$ cat src/rtl/fetch_unit_pkg.sv
// Shared types and constants for the RV32I instruction fetch stage.
// A fetch tag records the address and epoch of one granted imem request.
package fetch_unit_pkg;

  localparam logic [31:0] DefaultResetPc = 32'h0000_0000;

  typedef struct packed {
    logic [31:0] addr;
    logic        epoch;
  } fetch_tag_t;

  function automatic logic [31:0] next_word(input logic [31:0] addr);
    return addr + 32'd4;
  endfunction

endpackage

$ cat src/rtl/fetch_tag_fifo.sv
// In-order FIFO of tags for imem requests that are granted but not yet answered.
// Push and pop in the same cycle are accepted even when the FIFO is full.
module fetch_tag_fifo
  import fetch_unit_pkg::*;
#(
  parameter int unsigned Depth = 2
) (
  input  logic       clk,
  input  logic       reset,
  input  logic       push,
  input  fetch_tag_t push_tag,
  input  logic       pop,
  output fetch_tag_t head_tag,
  output logic       full,
  output logic       empty
);

  localparam int unsigned PtrW = (Depth > 1) ? $clog2(Depth) : 1;
  localparam int unsigned CntW = $clog2(Depth + 1);
  localparam logic [PtrW-1:0] LastPtr = PtrW'(Depth - 1);
  localparam logic [CntW-1:0] FullCnt = CntW'(Depth);

  fetch_tag_t      mem_q [Depth];
  logic [PtrW-1:0] wr_ptr_q;
  logic [PtrW-1:0] rd_ptr_q;
  logic [CntW-1:0] count_q;
  logic            push_ok;
  logic            pop_ok;

  assign empty    = (count_q == '0);
  assign full     = (count_q == FullCnt);
  assign pop_ok   = pop & ~empty;
  assign push_ok  = push & (~full | pop_ok);
  assign head_tag = mem_q[rd_ptr_q];

  // Storage carries no reset; occupancy alone decides what is valid.
  always_ff @(posedge clk) begin
    if (push_ok) begin
      mem_q[wr_ptr_q] <= push_tag;
    end
  end

  always_ff @(posedge clk) begin
    if (reset) begin
      wr_ptr_q <= '0;
      rd_ptr_q <= '0;
      count_q  <= '0;
    end else begin
      if (push_ok) begin
        wr_ptr_q <= (wr_ptr_q == LastPtr) ? '0 : wr_ptr_q + PtrW'(1);
      end
      if (pop_ok) begin
        rd_ptr_q <= (rd_ptr_q == LastPtr) ? '0 : rd_ptr_q + PtrW'(1);
      end
      if (push_ok && !pop_ok) begin
        count_q <= count_q + CntW'(1);
      end else if (!push_ok && pop_ok) begin
        count_q <= count_q - CntW'(1);
      end
    end
  end

endmodule

$ cat src/rtl/fetch_unit.sv
// Instruction fetch stage: issues sequential word reads to imem and presents
// {pc, inst} to execute, squashing wrong-path responses on a branch redirect.
module fetch_unit
  import fetch_unit_pkg::*;
#(
  parameter logic [31:0] RESET_PC        = DefaultResetPc,
  parameter int unsigned MAX_OUTSTANDING = 2
) (
  input  logic        clk,
  input  logic        reset,
  output logic        imem_req_o,
  output logic [31:0] imem_addr_o,
  input  logic        imem_gnt_i,
  input  logic        imem_rvalid_i,
  input  logic [31:0] imem_rdata_i,
  input  logic        pc_v_x,
  input  logic [31:0] pc_x,
  output logic [31:0] pc_o,
  output logic        inst_v_o,
  output logic [31:0] inst_o,
  output logic        misalign_o
);

  logic [31:0] fetch_pc_q;
  logic        epoch_q;
  logic        misalign_q;
  logic        inst_v_q;
  logic [31:0] pc_q;
  logic [31:0] inst_q;

  logic        epoch_next;
  logic        redirect_bad;
  logic [31:0] req_addr;
  logic        handshake;
  logic        resp_keep;
  logic        tag_full;
  logic        tag_empty;
  fetch_tag_t  push_tag;
  fetch_tag_t  head_tag;

  assign redirect_bad = pc_v_x & (pc_x[1:0] != 2'b00);
  assign epoch_next   = epoch_q ^ pc_v_x;

  // The redirect target goes out in the redirect cycle itself, so no bubble.
  assign req_addr    = pc_v_x ? pc_x : fetch_pc_q;
  assign imem_addr_o = {req_addr[31:2], 2'b00};
  assign imem_req_o  = ~reset & ~misalign_q & ~tag_full & ~redirect_bad;
  assign handshake   = imem_req_o & imem_gnt_i;

  assign push_tag = '{addr: req_addr, epoch: epoch_next};

  // Responses tagged with an old epoch, or arriving with a redirect, are wrong-path.
  assign resp_keep = imem_rvalid_i & ~tag_empty & (head_tag.epoch == epoch_q) &
                     ~pc_v_x & ~misalign_q;

  fetch_tag_fifo #(
    .Depth (MAX_OUTSTANDING)
  ) u_tag_fifo (
    .clk      (clk),
    .reset    (reset),
    .push     (handshake),
    .push_tag (push_tag),
    .pop      (imem_rvalid_i),
    .head_tag (head_tag),
    .full     (tag_full),
    .empty    (tag_empty)
  );

  always_ff @(posedge clk) begin
    if (reset) begin
      fetch_pc_q <= RESET_PC;
      epoch_q    <= 1'b0;
      misalign_q <= 1'b0;
      inst_v_q   <= 1'b0;
      pc_q       <= '0;
      inst_q     <= '0;
    end else begin
      if (handshake) begin
        fetch_pc_q <= next_word(req_addr);
      end else if (pc_v_x) begin
        fetch_pc_q <= pc_x;
      end
      epoch_q <= epoch_next;
      if (redirect_bad) begin
        misalign_q <= 1'b1;
      end
      inst_v_q <= resp_keep;
      if (resp_keep) begin
        pc_q   <= head_tag.addr;
        inst_q <= imem_rdata_i;
      end
    end
  end

  // Execute latches inst_v_o in the redirect cycle, so the wrong-path slot is masked here.
  assign inst_v_o   = inst_v_q & ~pc_v_x;
  assign pc_o       = pc_q;
  assign inst_o     = inst_q;
  assign misalign_o = misalign_q;

endmodule

$ cat config.mk
export PLATFORM = sky130hd
export DESIGN_NAME = fetch_unit
export DESIGN_NICKNAME = d
export VERILOG_FILES = /design/src/rtl/fetch_unit_pkg.sv /design/src/rtl/fetch_tag_fifo.sv /design/src/rtl/fetch_unit.sv
export SDC_FILE = /design/constraint.sdc
export NUM_CORES = 1
export LEC_CHECK = 0
export ABC_AREA = 1
export BUFFER_PORTS_ARGS = -buffer_cell sky130_fd_sc_hd__buf_2
export CAP_MARGIN = 20
export CORE_AREA = 3 3 164 166
export CTS_CLUSTER_SIZE = 16
export DETAILED_ROUTE_END_ITERATION = 10
export DIE_AREA = 0 0 167 169
export SLEW_MARGIN = 10
export SYNTH_ARGS = -nofsm -noshare
export SYNTH_HDL_FRONTEND = slang
export SYNTH_HIERARCHICAL = 1
export SYNTH_SLANG_ARGS = --single-unit
$ cat constraint.sdc
create_clock -name clk -period 3.6 [get_ports clk]
set_input_delay 0.72 -clock clk [delete_from_list [all_inputs] [get_ports clk]]
set_output_delay 0.72 -clock clk [all_outputs]
set_load 0.05 [all_outputs]
# [Word-level counts from Yosys, hierarchy flattened]
# Memories as Yosys holds them, arrays and structs flattened. A register that Yosys moved wholly into a read port is not among the register bits.
# Cells that the tools add are included.
[word_totals] elab_cells=53 output_inout_bits=99 regBits=103 inputBits=69 ram_bits=66 memories=1
[classes] n_bitwise=19 add_sub_neg=5 n_eq_ne=2 n_mux=10 n_reduce_logical=7
[mem_list] memory="u_tag_fifo.mem_q" depth=2 width=33 read_ports=1 rd_clocked_by_memory_dff=1 wr=1 line_no="fetch_tag_fifo.sv:23" text="fetch_tag_t mem_q [Depth];"
[ops] cell="$mux 32" n=2
[ops] cell="$add 32x3->32 const B" n=1
[ops] cell="$and 1x1->1" n=11
[ops] cell="$mux 1" n=6
[ops] cell="$not 1->1" n=6
[ops] cell="$mux 2" n=2
[ops] cell="$reduce_bool 2->1" n=2
[ops] cell="$add 1x1->1 const B" n=2
[ops] cell="$add 2x1->2 const B" n=1
[ops] cell="$eq 2x2->1 const B" n=1
[ops] cell="$logic_and 1x1->1" n=2
[ops] cell="$logic_not 1->1" n=2
[ops] cell="$logic_not 2->1" n=1
[ops] cell="$sub 2x1->2 const B" n=1
[ops] cell="$eq 1x1->1" n=1
[ops] cell="$or 1x1->1" n=1
[ops] cell="$xor 1x1->1" n=1

# [Depth between registers and ports, before layout]
# Gate-level depths: netlist of the first run.
[logic_depth] depth_word=10 ltp_mapped=15 depth_no_buf=14

# [By module]
# The synthesis of the first run kept the hierarchy.
[modules_own_cells] mod="fetch_unit" area_per_inst_um2=4854.7 seq_area_each_um2=1981.9 n_inst=1 cells_each=713
[modules_own_cells] mod="fetch_tag_fifo" area_per_inst_um2=2787.7 seq_area_each_um2=2082.0 n_inst=1 cells_each=143

# [Worst setup path before layout of the first run]
# No wires, ideal clock.
[synth_path] kind="input -> register" from="input pc_v_x" to="memory u_tag_fifo/mem_q[0][0] in the netlist's numbering, enable pin" n_path_buf=2 required_time_ns=3.177 slack_ns=0.292 setup_time_ns=0.423 cell_stages=7 arrival_ns=2.885 cell_sequence="buf_6 > o21ai_2 > nand2_1 > nor2_2 > buf_2 > nand2_1 > nor2_1"
[synth_between] elab_chain_cells=7
[synth_rtl] item="start, declared" line_no="fetch_unit.sv:16" text="input logic pc_v_x,"
[synth_rtl] item="$and 1x1->1" line_no="fetch_unit.sv:41" text="assign redirect_bad = pc_v_x & (pc_x[1:0] != 2'b00);"
[synth_rtl] item="$not 1->1" line_no="fetch_unit.sv:47" text="assign imem_req_o = ~reset & ~misalign_q & ~tag_full & ~redirect_bad;"
[synth_rtl] item="$and 1x1->1" line_no="fetch_unit.sv:47"
[synth_rtl] item="$and 1x1->1" line_no="fetch_unit.sv:48" text="assign handshake = imem_req_o & imem_gnt_i;"
[synth_rtl] item="named net handshake" line_no="fetch_unit.sv:34" text="logic handshake;"
[synth_rtl] item="$and 1x1->1" line_no="fetch_tag_fifo.sv:33" text="assign push_ok = push & (~full | pop_ok);"
[synth_rtl] item="$mux 1" line_no="fetch_tag_fifo.sv:38" text="if (push_ok) begin"
[synth_rtl] item="$mux 1 (implied by the code)" line_no="fetch_tag_fifo.sv:39" text="mem_q[wr_ptr_q] <= push_tag;"
[synth_rtl] item="end, declared" line_no="fetch_tag_fifo.sv:23"
# The timed path passes the listed nets, and every way through them passes these cells.

# [Worst setup path after layout of the first run]
[layout_path] from="input pc_v_x" to="output imem_addr_o[14]"
[layout_between] elab_chain_cells=1
[layout_rtl] item="$mux 32"
[layout_rtl] item="end, declared" line_no="fetch_unit.sv:12" text="output logic [31:0] imem_addr_o,"
# Every way passes these cells.

==> results of run 1 <==
## worst max-delay path by stage
| stage | startpoint | endpoint | slack, ps | cells past startpoint |
|---|---|---|---|---|
| after detailed placement | pc_v_x | imem_addr_o[14] | 690 | 4 |
| after global placement | pc_v_x | imem_addr_o[30] | 740 | 5 |
| after global routing | pc_v_x | imem_addr_o[14] | 530 | 5 |
| after CTS | pc_v_x | imem_addr_o[14] | 680 | 4 |
| final | pc_v_x | imem_addr_o[14] | 690 | 4 |
| after floorplan | pc_v_x | u_tag_fifo/mem_q[0][0] | 290 | 7 |
## kinds of logic after synthesis
kind of cell    share of synthesized area (%)
simple gates                            21.86
flops                                   53.18
buf+inv                                 9.889
compound gates                          8.251
mux                                     6.336
fa+ha+maj                              0.3274
other cells                           0.04907
xor+xnor                               0.1146
## layout make-up
class	count	area, sq um
clock buffer	20	489.2
clock inverter	12	135.1
fill	2661	16610
inverter	72	270.3
multi-input combinational	547	2836
sequential	170	4065
tap	335	419.2
timing repair buffer	178	935.9
## power by group
group          leakage, nW  internal, mW  switching (mW)
combinational         2.24         0.281           0.631
sequential            1.45          2.11          0.0425
clock                0.309          1.03           0.867
total                 4.00          3.42            1.54
## routing by layer
layer	wire length (microns)	GRT usage, %	part of all wire, %	vias up
met5	7	0	0.037	-
met4	502	5.667	2.7	2
met3	1044	2.616	5.5	27
met2	8631	21.41	46	182
met1	8686	16.93	46	2631
li1	-	-	-	2995
## state kept, by name (all words and copies together), names as in the netlist, named ones only
register             cells
epoch_q                  1
u_tag_fifo/count_q       2
u_tag_fifo/mem_q        66
u_tag_fifo/wr_ptr_q      1
fetch_pc_q              32
misalign_o               1
inst_v_q                 1
u_tag_fifo/rd_ptr_q      1
pc_o                    32
inst_o                  32
## Yosys cell counts
library cell  instances
nor2_1              184
nand2_1             127
dfxtp_1             104
o21ai_0              78
inv_1                69
edfxtp_1             66
buf_4                33
mux2_4               30
a21oi_1              21
clkbuf_1             21
nand3_1              21
nand2_2              14
o21ai_1              13
nor2_2               12
nand4_1               8
nor3_1                8
buf_6                 5
nor2_4                5
buf_12                4
o21ai_2               4
buf_2                 3
inv_2                 3
mux2_2                3
a31oi_1               2
buf_1                 2
ha_1                  2
nand3_2               2
nand3b_1              2
or2_2                 2
a211oi_1              1
conb_1                1
nand2_4               1
nand3_4               1
nor3b_2               1
o21a_1                1
o31ai_1               1
xnor2_1               1
## critical path, delay by kind of cell
kind / cells / cell delay [ps]
buffers and inverters: 3 / 970
AO/OA/AOI/OAI: 1 / 480
## through the flow
step	hold slack (ps)	instances	util (%)	setup slack (ps)	instance area [sq um]
after global routing	494.4	1334	35.52	527.9	9151
after CTS	483.3	1334	35.52	683.3	9151
after global placement	459.4	1302	33.10	739.3	8527
after floorplan	446.8	857	-	291.9	7646
after detailed placement	466.9	1302	33.10	687.4	8527
final	479.3	1334	35.52	686.6	9151
==> out/metrics.csv, run 1 <==
stage,metric,value,unit
clock_network,Post-CTS Setup Repair Bufs,0,
grt,Overall Global Routing Usage,13.10,%
sta,Tmin final,2913,ps
clock_network,# clock sinks,170,
placement,I/O Buffers,165,
yosys,post-synth top area share,27.24,%
power,Leakage,3.998,nW
sta,Tightest Pin Transition,836.0,ps
clock_network,clock buffer depth,2,
flow_run,Max Cap Violations,0,
power,PD cells,542.4,nW/um^2
yosys,"Avg Cell Area, Syn",8.928,sq um
critical_path,flop2flop setup slack,1550,ps
critical_path,CP Launch Type,primary input,
grt,largest net degree at the start of global routing,66,
critical_path,reg2reg path depth,9,
sta,Peak Freq,343.2,MHz
clock_network,CTS tree,yes,
power,worst vdd ir,316.1,uV
final_layout,Inserted Diodes,0,
floorplan,Die Y,169,microns
critical_path,Worst EP required,2880,ps
sta,final setup fails,0,
sta,number of hold violations in the final report,0,
sta,Slew HR,44.19,%
critical_path,crit-path max cell delay,480,ps
clock_network,"CTS clk-pin slew, worst paths",70,ps
drt,aggregate routed wire length,18870,microns
critical_path,crit-path most repeated cell,buf_2,
placement,Detailed Place HPWL,13650,microns
sta,RSZ-0062 raised after global routing,false,
yosys,"area leader, netlist",dfxtp_1,
hold_path,Worst Hold Depth,2,
final_layout,NumNets Final,1057,
drt,Vias,5837,
yosys,Synth Register Bits,170,
drt,WL/cell,14.15,microns
drt,Post-DRT Antenna Nets,0,
clock_network,root buf cell,clkbuf_16,
critical_path,RR Endpoint,u_tag_fifo/mem_q[1][32],
clock_network,Clock Latency Late Sink,430,ps
floorplan,Initial Utilization,29.66,%
yosys,YS warnings,6,
sta,Final Max Tran Viols,0,
critical_path,crit path capture type,output port,
placement,gpl congestion,0.8166,
floorplan,# rows,59,
drt,vias per std cell,4.376,
drt,DR DRC count,0,
critical_path,crit path cell chain,"buf_2, inv_2, o21ai_1, buf_2",
drt,DR pass1 iterations,4,
status,run status,finished clean,
floorplan,die extent in x,167,microns
hold_path,Worst Hold End,pc_o[2],
sta,Setup TNS,0,ps
yosys,largest cells by area after synthesis,"dfxtp_1, edfxtp_1, nor2_1",
critical_path,reg-to-reg startpoint,u_tag_fifo/count_q[1],
grt,vias in the first global route,5538,
final_layout,most frequent cells in the layout,"nor2_1, buf_2, nand2_1",
critical_path,worst setup path class,in2out,
critical_path,Worst EP arrival,2190,ps
critical_path,slowest CP cell,o21ai_1,
grt,grt total ovfl,0,
floorplan,Die ar.,28220,sq um
floorplan,num ports,168,
grt,global-route wire length before repair,29460,microns
final_layout,"most common cell after layout, fill and taps aside",nor2_1,
hold_path,type of the worst min-delay path,reg2reg,
sta,final period utilization,80.93,%
yosys,"Distinct cells, synth",37,
floorplan,Std-Cell Core Area,25760,sq um
clock_network,Resize count post-CTS,0,
drt,DRT iter0 DRCs,437,
clock_network,H-tree lvl count,4,
yosys,Netlist Area Pre-Place,7642,sq um
clock_network,total CTS buffers,17,
final_layout,layout cell share with drive strength beyond 1,29.23,%
power,final total power,4.964,mW
grt,initial antenna violation count,1,
final_layout,area grow syn2layout,19.74,%
clock_network,hold_buf cts,0,
hold_path,Hold Crit Start,pc_o[2],
yosys,sequential area share after synthesis,53.18,%
yosys,Gate Count Post-Synth,856,
critical_path,maximum fanout along the worst path,33,
sta,Max Clock Skew,15.00,ps
Power figures use the tool's default switching activity.
==> run 2, diff against run 1 <==
==> constraint.sdc (replaced) <==
create_clock -name clk -period 2.8 [get_ports clk]
set_input_delay 0.56 -clock clk [delete_from_list [all_inputs] [get_ports clk]]
set_output_delay 0.56 -clock clk [all_outputs]
set_load 0.05 [all_outputs]
==> run 2 against run 1 <==
  * Clock skew is 2.1 ps lower
  * Worst setup slack worse by 370 ps
  * Register-to-register slack worse by 590 ps
  * Via count is 0.79% higher
  * First-iteration DRC count is 11% lower
  * Clock power is 21% higher
  * Wire length is 2.7% higher
  * Final cell count is 0.52% higher
  * Core utilization is 0.25 points higher
  * Critical path depth is 1 higher
  * Non-clock buffer count is 7 higher
  * Critical path type unchanged
==> out/metrics.csv, run 2 (same netlist as run 1, synthesis figures left out) <==
stage,metric,value,unit
final_layout,layout cell share with drive strength beyond 1,29.62,%
grt,global-route wire length before repair,30710,microns
clock_network,Clock Latency Late Sink,430,ps
grt,vias in the first global route,5556,
drt,aggregate routed wire length,19390,microns
critical_path,CP Launch Type,primary input,
placement,Detailed Place HPWL,14040,microns
critical_path,Buf/Inv on CP,4,
final_layout,"most common cell after layout, fill and taps aside",nor2_1,
critical_path,crit-path max cell delay,480,ps
clock_network,hold_buf cts,0,
sta,Slew HR,57.86,%
grt,Overall Global Routing Usage,13.77,%
placement,I/O Buffers,165,
sta,Setup TNS,0,ps
floorplan,Std-Cell Core Area,25760,sq um
drt,DR DRC count,0,
power,final total power,6.264,mW
clock_network,CTS tree,yes,
drt,vias per std cell,4.387,
grt,largest net degree at the start of global routing,68,
critical_path,crit path cell chain,"buf_2, inv_2, buf_12, o21ai_1, buf_2",
drt,DRT iter0 DRCs,389,
floorplan,Initial Utilization,29.66,%
hold_path,type of the worst min-delay path,in2reg,
power,Leakage,4.021,nW
critical_path,crit-path most repeated cell,buf_2,
final_layout,Inserted Diodes,0,
power,worst vdd ir,492.7,uV
floorplan,Die ar.,28220,sq um
clock_network,# clock sinks,170,
drt,Post-DRT Antenna Nets,0,
drt,Vias,5883,
critical_path,crit path capture type,output port,
final_layout,area grow syn2layout,20.60,%
drt,DR pass1 iterations,5,
sta,Max Clock Skew,12.90,ps
grt,initial antenna violation count,2,
clock_network,clock buffer depth,2,
flow_run,Max Cap Violations,0,
critical_path,Worst EP arrival,1930,ps
floorplan,# rows,59,
critical_path,maximum fanout along the worst path,33,
sta,Peak Freq,402.1,MHz
sta,Tightest Pin Transition,632.1,ps
clock_network,H-tree lvl count,4,
grt,grt total ovfl,0,
clock_network,root buf cell,clkbuf_16,
placement,gpl congestion,0.8513,
critical_path,"delay-heaviest family, CP",buffers and inverters,
final_layout,NumNets Final,1064,
critical_path,slowest CP cell,o21ai_1,
final_layout,Biggest register,u_tag_fifo/mem_q,
floorplan,Die Y,169,microns
floorplan,num ports,168,
drt,WL/cell,14.46,microns
sta,RSZ-0062 raised after global routing,false,
final_layout,Final Non-Filler Cells,1341,
final_layout,most frequent cells in the layout,"nor2_1, buf_2, nand2_1",
placement,placed instance count,1309,
sta,final setup fails,0,
final_layout,max FFs per register,66,
clock_network,total CTS buffers,17,
floorplan,die extent in x,167,microns
power,PD cells,679.7,nW/um^2
status,run status,finished clean,
sta,Tmin final,2487,ps
clock_network,"CTS clk-pin slew, worst paths",60,ps
clock_network,Resize count post-CTS,0,
sta,Final Max Tran Viols,0,
critical_path,worst setup path class,in2out,
critical_path,Worst EP required,2240,ps
sta,final period utilization,88.82,%
clock_network,Post-CTS Setup Repair Bufs,0,
sta,number of hold violations in the final report,0,
run 2: worst paths after layout:
check / startpoint / end / slack (ps) / cells after the start
max: pc_v_x / imem_addr_o[20] / 310 / 5
min reg2reg: fetch_pc_q[0] / fetch_pc_q[0] / 470 / 2
max reg2reg: u_tag_fifo/count_q[1] / fetch_pc_q[24] / 960 / 11
min: imem_rdata_i[21] / inst_o[21] / 400 / 3
run 2: stage by stage:
stage / utilization (%) / hold WS (ps) / instance area (sq um) / setup slack, ps
3_3_place_gp: 33.53 / 458.5 / 8640 / 343.0
5_1_grt: 35.77 / 387.3 / 9216 / 242.0
4_1_cts: 35.77 / 378.0 / 9216 / 315.8
2_1_floorplan: - / 446.8 / 7649 / 192.8
6_report: 35.77 / 397.6 / 9216 / 313.1
3_5_place_dp: 33.53 / 461.6 / 8640 / 313.0
run 2: cell type report:
type | instances | area (sq um)
Timing Repair Buffer | 185 | 1054
Sequential cell | 170 | 4065
Tap cell | 335 | 419.2
Multi-Input combinational cell | 547 | 2831
Clock buffer | 19 | 442.9
Clock inverter | 13 | 133.9
Fill cell | 2623 | 16550
Inverter | 72 | 270.3
run 2: report_power, final:
part / leakage, nW / internal [mW] / switching (mW)
sequential: 1.45 / 2.71 / 0.0550
combinational: 2.29 / 0.380 / 0.815
clock: 0.278 / 1.27 / 1.03
run 2: worst reg2reg max path: cells and delay by family (launching register included):
family	cells	cell delay (ps)
buffers and inverters	2	300
flip-flops	1	350
AND/OR/NAND/NOR	9	1120
run 2: metal layers:
metal,up-vias,global-route usage [%],routed length [microns]
met4,4,6.169,582
met1,2636,18.52,9208
met3,36,3.013,1039
li1,3019,-,-
met5,-,0,34
met2,188,21.33,8525
